==> config.mk <==
export PLATFORM = sky130hd
export DESIGN_NAME = mem_arbiter
export DESIGN_NICKNAME = d
export VERILOG_FILES = /design/src/rtl/mem_arbiter_pkg.sv /design/src/rtl/mem_arbiter_word_counter.sv /design/src/rtl/mem_arbiter.sv
export SDC_FILE = /design/constraint.sdc
export NUM_CORES = 1
export LEC_CHECK = 0
export ABC_CLOCK_PERIOD_IN_PS = 3000
export CORE_MARGIN = 2
export CORE_UTILIZATION = 30
export CTS_BUF_LIST = sky130_fd_sc_hd__clkbuf_4 sky130_fd_sc_hd__clkbuf_8
export DETAILED_ROUTE_END_ITERATION = 12
export GPL_ROUTABILITY_DRIVEN = 0
export PLACE_DENSITY_LB_ADDON = 0.08
export SYNTH_ARGS = -nofsm -noshare
export SYNTH_HDL_FRONTEND = slang
export SYNTH_HIERARCHICAL = 1
export SYNTH_SLANG_ARGS = --single-unit
==> constraint.sdc <==
create_clock -name clk -period 3 [get_ports clk]
set_input_delay 0.6 -clock clk [delete_from_list [all_inputs] [get_ports clk]]
set_output_delay 0.6 -clock clk [all_outputs]
set_load 0.02 [all_outputs]
==> src/rtl/mem_arbiter_pkg.sv <==
// mem_sys_pkg: shared state, owner and block geometry constants for the memory arbiter.
package mem_sys_pkg;
  localparam int BLOCK_WORDS = 8;
  localparam int MEM_LATENCY = 4;
  localparam int OFS_W = $clog2(BLOCK_WORDS);
  localparam logic [1:0] ST_DRAIN = 2'd0;
  localparam logic [1:0] ST_IDLE = 2'd1;
  localparam logic [1:0] ST_FILL = 2'd2;
  localparam logic [1:0] ST_WRITE = 2'd3;
  localparam logic OWNER_I = 1'b0;
  localparam logic OWNER_D = 1'b1;
endpackage

==> src/rtl/mem_arbiter_word_counter.sv <==
// word_counter: block-word index counter with clear, enable and terminal count.
module word_counter
  import mem_sys_pkg::*;
(
  input  logic             clk,
  input  logic             clr,
  input  logic             en,
  output logic [OFS_W-1:0] cnt,
  output logic             tc
);
  always_ff @(posedge clk)
    if (clr) cnt <= '0;
    else if (en) cnt <= cnt + 1'b1;
  assign tc = &cnt;
endmodule

==> src/rtl/mem_arbiter.sv <==
// mem_arbiter: shares main memory between I-cache fills and D-cache fills/stores.
module mem_arbiter
  import mem_sys_pkg::*;
#(
  parameter int ADDR_W = 16,
  parameter int DATA_W = 16
) (
  input  logic              clk,
  input  logic              rst,
  input  logic              i_req,
  input  logic [ADDR_W-1:0] i_addr,
  input  logic              d_req,
  input  logic              d_wr,
  input  logic [ADDR_W-1:0] d_addr,
  input  logic [DATA_W-1:0] d_wdata,
  output logic              i_grant,
  output logic              d_grant,
  output logic              i_done,
  output logic              d_done,
  output logic              fill_valid,
  output logic [DATA_W-1:0] fill_data,
  output logic [OFS_W-1:0]  fill_word,
  output logic              fill_owner,
  output logic              busy,
  output logic              mem_enable,
  output logic              mem_wr,
  output logic [ADDR_W-1:0] mem_addr,
  output logic [DATA_W-1:0] mem_data_in,
  input  logic [DATA_W-1:0] mem_data_out,
  input  logic              mem_data_valid
);
  logic [1:0] state, state_nx;
  logic [2:0] drain_cnt;
  logic issue_done, owner;
  logic [ADDR_W-1:0] base;
  logic [DATA_W-1:0] wdata;
  logic [OFS_W-1:0] issue_cnt, recv_cnt;
  logic issue_tc, recv_tc, issue_en, recv_en, last, in_fill, in_write, cnt_clr;
  assign in_fill = state == ST_FILL;
  assign in_write = state == ST_WRITE;
  assign issue_en = in_fill & ~issue_done;
  assign recv_en = in_fill & mem_data_valid;
  assign last = recv_en & recv_tc;
  assign cnt_clr = rst | ~in_fill | last;
  word_counter u_issue (.clk(clk), .clr(cnt_clr), .en(issue_en), .cnt(issue_cnt), .tc(issue_tc));
  word_counter u_recv (.clk(clk), .clr(cnt_clr), .en(recv_en), .cnt(recv_cnt), .tc(recv_tc));
  always_comb begin
    state_nx = state == ST_DRAIN ? (drain_cnt <= 3'd1 ? ST_IDLE : ST_DRAIN) :
               state == ST_IDLE  ? (d_req ? (d_wr ? ST_WRITE : ST_FILL) : (i_req ? ST_FILL : ST_IDLE)) :
               in_write          ? ST_IDLE :
               last              ? ST_IDLE : ST_FILL;
  end
  always_ff @(posedge clk) begin
    if (rst) begin
      state <= ST_DRAIN;
      drain_cnt <= 3'(MEM_LATENCY);
      issue_done <= 1'b0;
      owner <= OWNER_I;
      base <= '0;
      wdata <= '0;
    end else begin
      state <= state_nx;
      if (state == ST_DRAIN && drain_cnt != 3'd0) drain_cnt <= drain_cnt - 3'd1;
      // once all eight reads are issued, hold off further issues until the block returns
      issue_done <= in_fill & ~last & (issue_done | (issue_en & issue_tc));
      if (state == ST_IDLE) begin
        owner <= d_req ? OWNER_D : OWNER_I;
        base <= d_req ? d_addr : i_addr;
        wdata <= d_wdata;
      end
    end
  end
  assign busy = state != ST_IDLE;
  assign i_grant = in_fill & (owner == OWNER_I);
  assign d_grant = (in_fill & (owner == OWNER_D)) | in_write;
  assign i_done = last & (owner == OWNER_I);
  assign d_done = (last & (owner == OWNER_D)) | in_write;
  assign fill_valid = recv_en;
  assign fill_data = recv_en ? mem_data_out : '0;
  assign fill_word = recv_en ? recv_cnt : '0;
  assign fill_owner = recv_en & owner;
  assign mem_enable = issue_en | in_write;
  assign mem_wr = in_write;
  assign mem_addr = in_write ? base : issue_en ? {base[ADDR_W-1:OFS_W+1], issue_cnt, 1'b0} : '0;
  assign mem_data_in = in_write ? wdata : '0;
endmodule

==> out/metrics.yaml <==
status: "finished clean"
n_fill_cell: 743
grt_max_degree: 52
num_rows: 32
yosys-top-cells-area: "dfxtp_1 (38%), and2_1 (8.7%), a211oi_2 (8.4%), mux2i_1 (8.4%), nand2_1 (5.7%)"
yosys_warnings: 6
hold-worst-slack_ps: 451
power.density_mw_per_mm2: 609
drt_iter0_markers: 84
finClkSkew_ps: 7.24
coreArea_mm2: 0.00769
holdBufCountCts: 0
numCtsBuffers: 5
ys_seq_elements: 45
grt_util_met2: 0.268
hp-class: "reg -> reg"
period_share: 0.937
cpPeakStageDelay_ps: 590
grt_pass1_wl_mm: 10.4
area_growth_pct: 61.6
setup_viol: 0
fmax_ghz: 0.356
seq_area_frac_synth: 0.380
via_per_inst: 4.56
crit_type: "in -> out"
period_needed_ps: 2810
busiest_layer: "met2"
path_cells: "clkdlybuf4s50_1 > and3b_1 > buf_12 > and3b_1 > clkdlybuf4s50_1"
netlist-cell-type-count: 35
peakVddDrop_uv: 294
avgSynthCellArea_um2: 8.75
die-width_um: 92.9
grt_usage: 0.149
cp_slowest_cell: "clkdlybuf4s50_1"
met1_usage: 0.177
worst-endpoint-required_ps: 2400
synthCells: 271
rrSetupSlack_ps: 1120
n_antenna_cell: 0
ctsResizeCount: 0
yosysTopAreaCellShare: 0.380
cap_violations: 0
root_buffer: "clkbuf_8"
portBuffers: 129
cts_sinks: 45
maxSlewHeadroom: 0.531
layout_commonest_cell: "clkdlybuf4s50_1"
power.leakage_nw: 1.49
synth_area_mm2: 0.00237
cts_tree: "done"
avgRoutedWirePerCell_um: 12.8
hpwl_mm: 4.57
post_cts_buffers: 0
grt_pass1_vias: 2208
die_h_um: 92.9
maxSlewViolCount: 0
synth_top_area_cell: "dfxtp_1"
antenna_found_initial: 0
vias: 2264
critPathLaunchType: "input port"
final_area_mm2: 0.00383
final.setup.tns_ps: 0
rsz0062_at_grt: "false"
most-common-layout-cells: "clkdlybuf4s50_1 (128), dfxtp_1 (45), nand2_1 (36)"
grt_overflow: 0
hold_violations: 0
cts.clk_slew.worst_paths_ps: 80
use_met3: 0.0350
drive_gt1_frac: 0.0937
wl_mm: 6.37
endpoint_kind: "output port"
cp_max_fo: 24
cts.path.max_buffers: 2
finish.net_count: 471
placed_area_mm2: 0.00375
syn_nets: 348
clock_latency_ps: 290
cp.arrival_ps: 2210
tightestPinTransition_ps: 703
drtAntennaViolNets: 0
drc: 0
dr.pass1.iters: 4
dieArea_mm2: 0.00863
h-tree-depth: 2
io_pins: 130
initial_core_util: 0.308
==> cell families after synthesis <==
kind of cell,after synthesis,synth area share
fa+ha+maj,7,0.0369
flops,45,0.380
buf+inv,25,0.0575
simple gates,122,0.261
compound gates,50,0.173
xor+xnor,2,0.00739
mux,20,0.0844
==> registers in the layout (all words and copies together) (netlist names) <==
signal and count:
wdata 16, state 2, u_issue/cnt 3, base 16
u_recv/cnt 3, issue_done 1, owner 1, drain_cnt 3
==> cell type report <==
cell class	instances	area, um2	share of cell area
Timing Repair Buffer	137	1360	0.355
Multi-Input combinational cell	201	1340	0.350
Sequential cell	45	901	0.235
Tap cell	102	128	0.0333
Clock buffer	6	76.3	0.0199
Inverter	4	17.5	0.00457
Clock inverter	2	10.0	0.00261
==> per-stage QoR <==
stage	instances	util	setup WS, ps	power [mW]
2_1_floorplan	271	-	1090	1.66
4_1_cts	497	0.499	177	2.37
3_3_place_gp	489	0.487	204	1.97
3_5_place_dp	489	0.487	180	1.99
5_1_grt	497	0.499	123	2.53
6_report	497	0.499	190	2.33
==> synth_stat cells <==
| cell | n |
|---|---|
| a311oi_1 | 1 |
| and3_1 | 17 |
| nor2b_1 | 1 |
| dfxtp_1 | 45 |
| clkbuf_1 | 9 |
| buf_2 | 5 |
| nor2_1 | 25 |
| nand3_1 | 2 |
| o21ai_0 | 1 |
| nor3b_1 | 2 |
| nand2_1 | 36 |
| a22o_1 | 3 |
| a21boi_1 | 1 |
| and3b_1 | 2 |
| buf_4 | 5 |
| inv_1 | 3 |
| and4b_1 | 1 |
| a21boi_0 | 1 |
| a21oi_1 | 20 |
| or2_2 | 1 |
| o211ai_1 | 1 |
| ha_1 | 7 |
| buf_6 | 2 |
| nor3_1 | 1 |
| o21a_1 | 1 |
| o21ba_2 | 1 |
| mux2i_1 | 20 |
| a311o_1 | 1 |
| xnor2_1 | 2 |
| a21o_1 | 2 |
| and2_1 | 33 |
| a211oi_2 | 16 |
| inv_4 | 1 |
| o21ai_1 | 1 |
| nand2b_1 | 1 |
==> worst paths after layout <==
check	from	end	cells past startpoint
min reg2reg	wdata[10]	wdata[10]	2
max reg2reg	state[0]	state[0]	5
min	wdata[10]	wdata[10]	2
max	mem_data_valid	i_done	5
==> worst max-delay path, delay by kind of cell <==
kind / cells / cell delay [ps]
buffers and inverters: 3 / 1220
AND/OR/NAND/NOR: 2 / 380
==> report_power, final <==
group,leakage (nW),total [mW],switching [mW],internal (mW)
Sequential,0.367,0.865,0.0909,0.774
Clock,0.0484,0.378,0.207,0.171
Combinational,1.08,1.09,0.603,0.487
Total,1.49,2.33,0.901,1.43
==> per-layer routing <==
metal,wire [um],up-vias
met5,0,-
met4,60,0
met3,390,5
met2,3150,67
met1,2770,1028
li1,-,1164
Note: power is estimated with default switching activity, not from simulation.
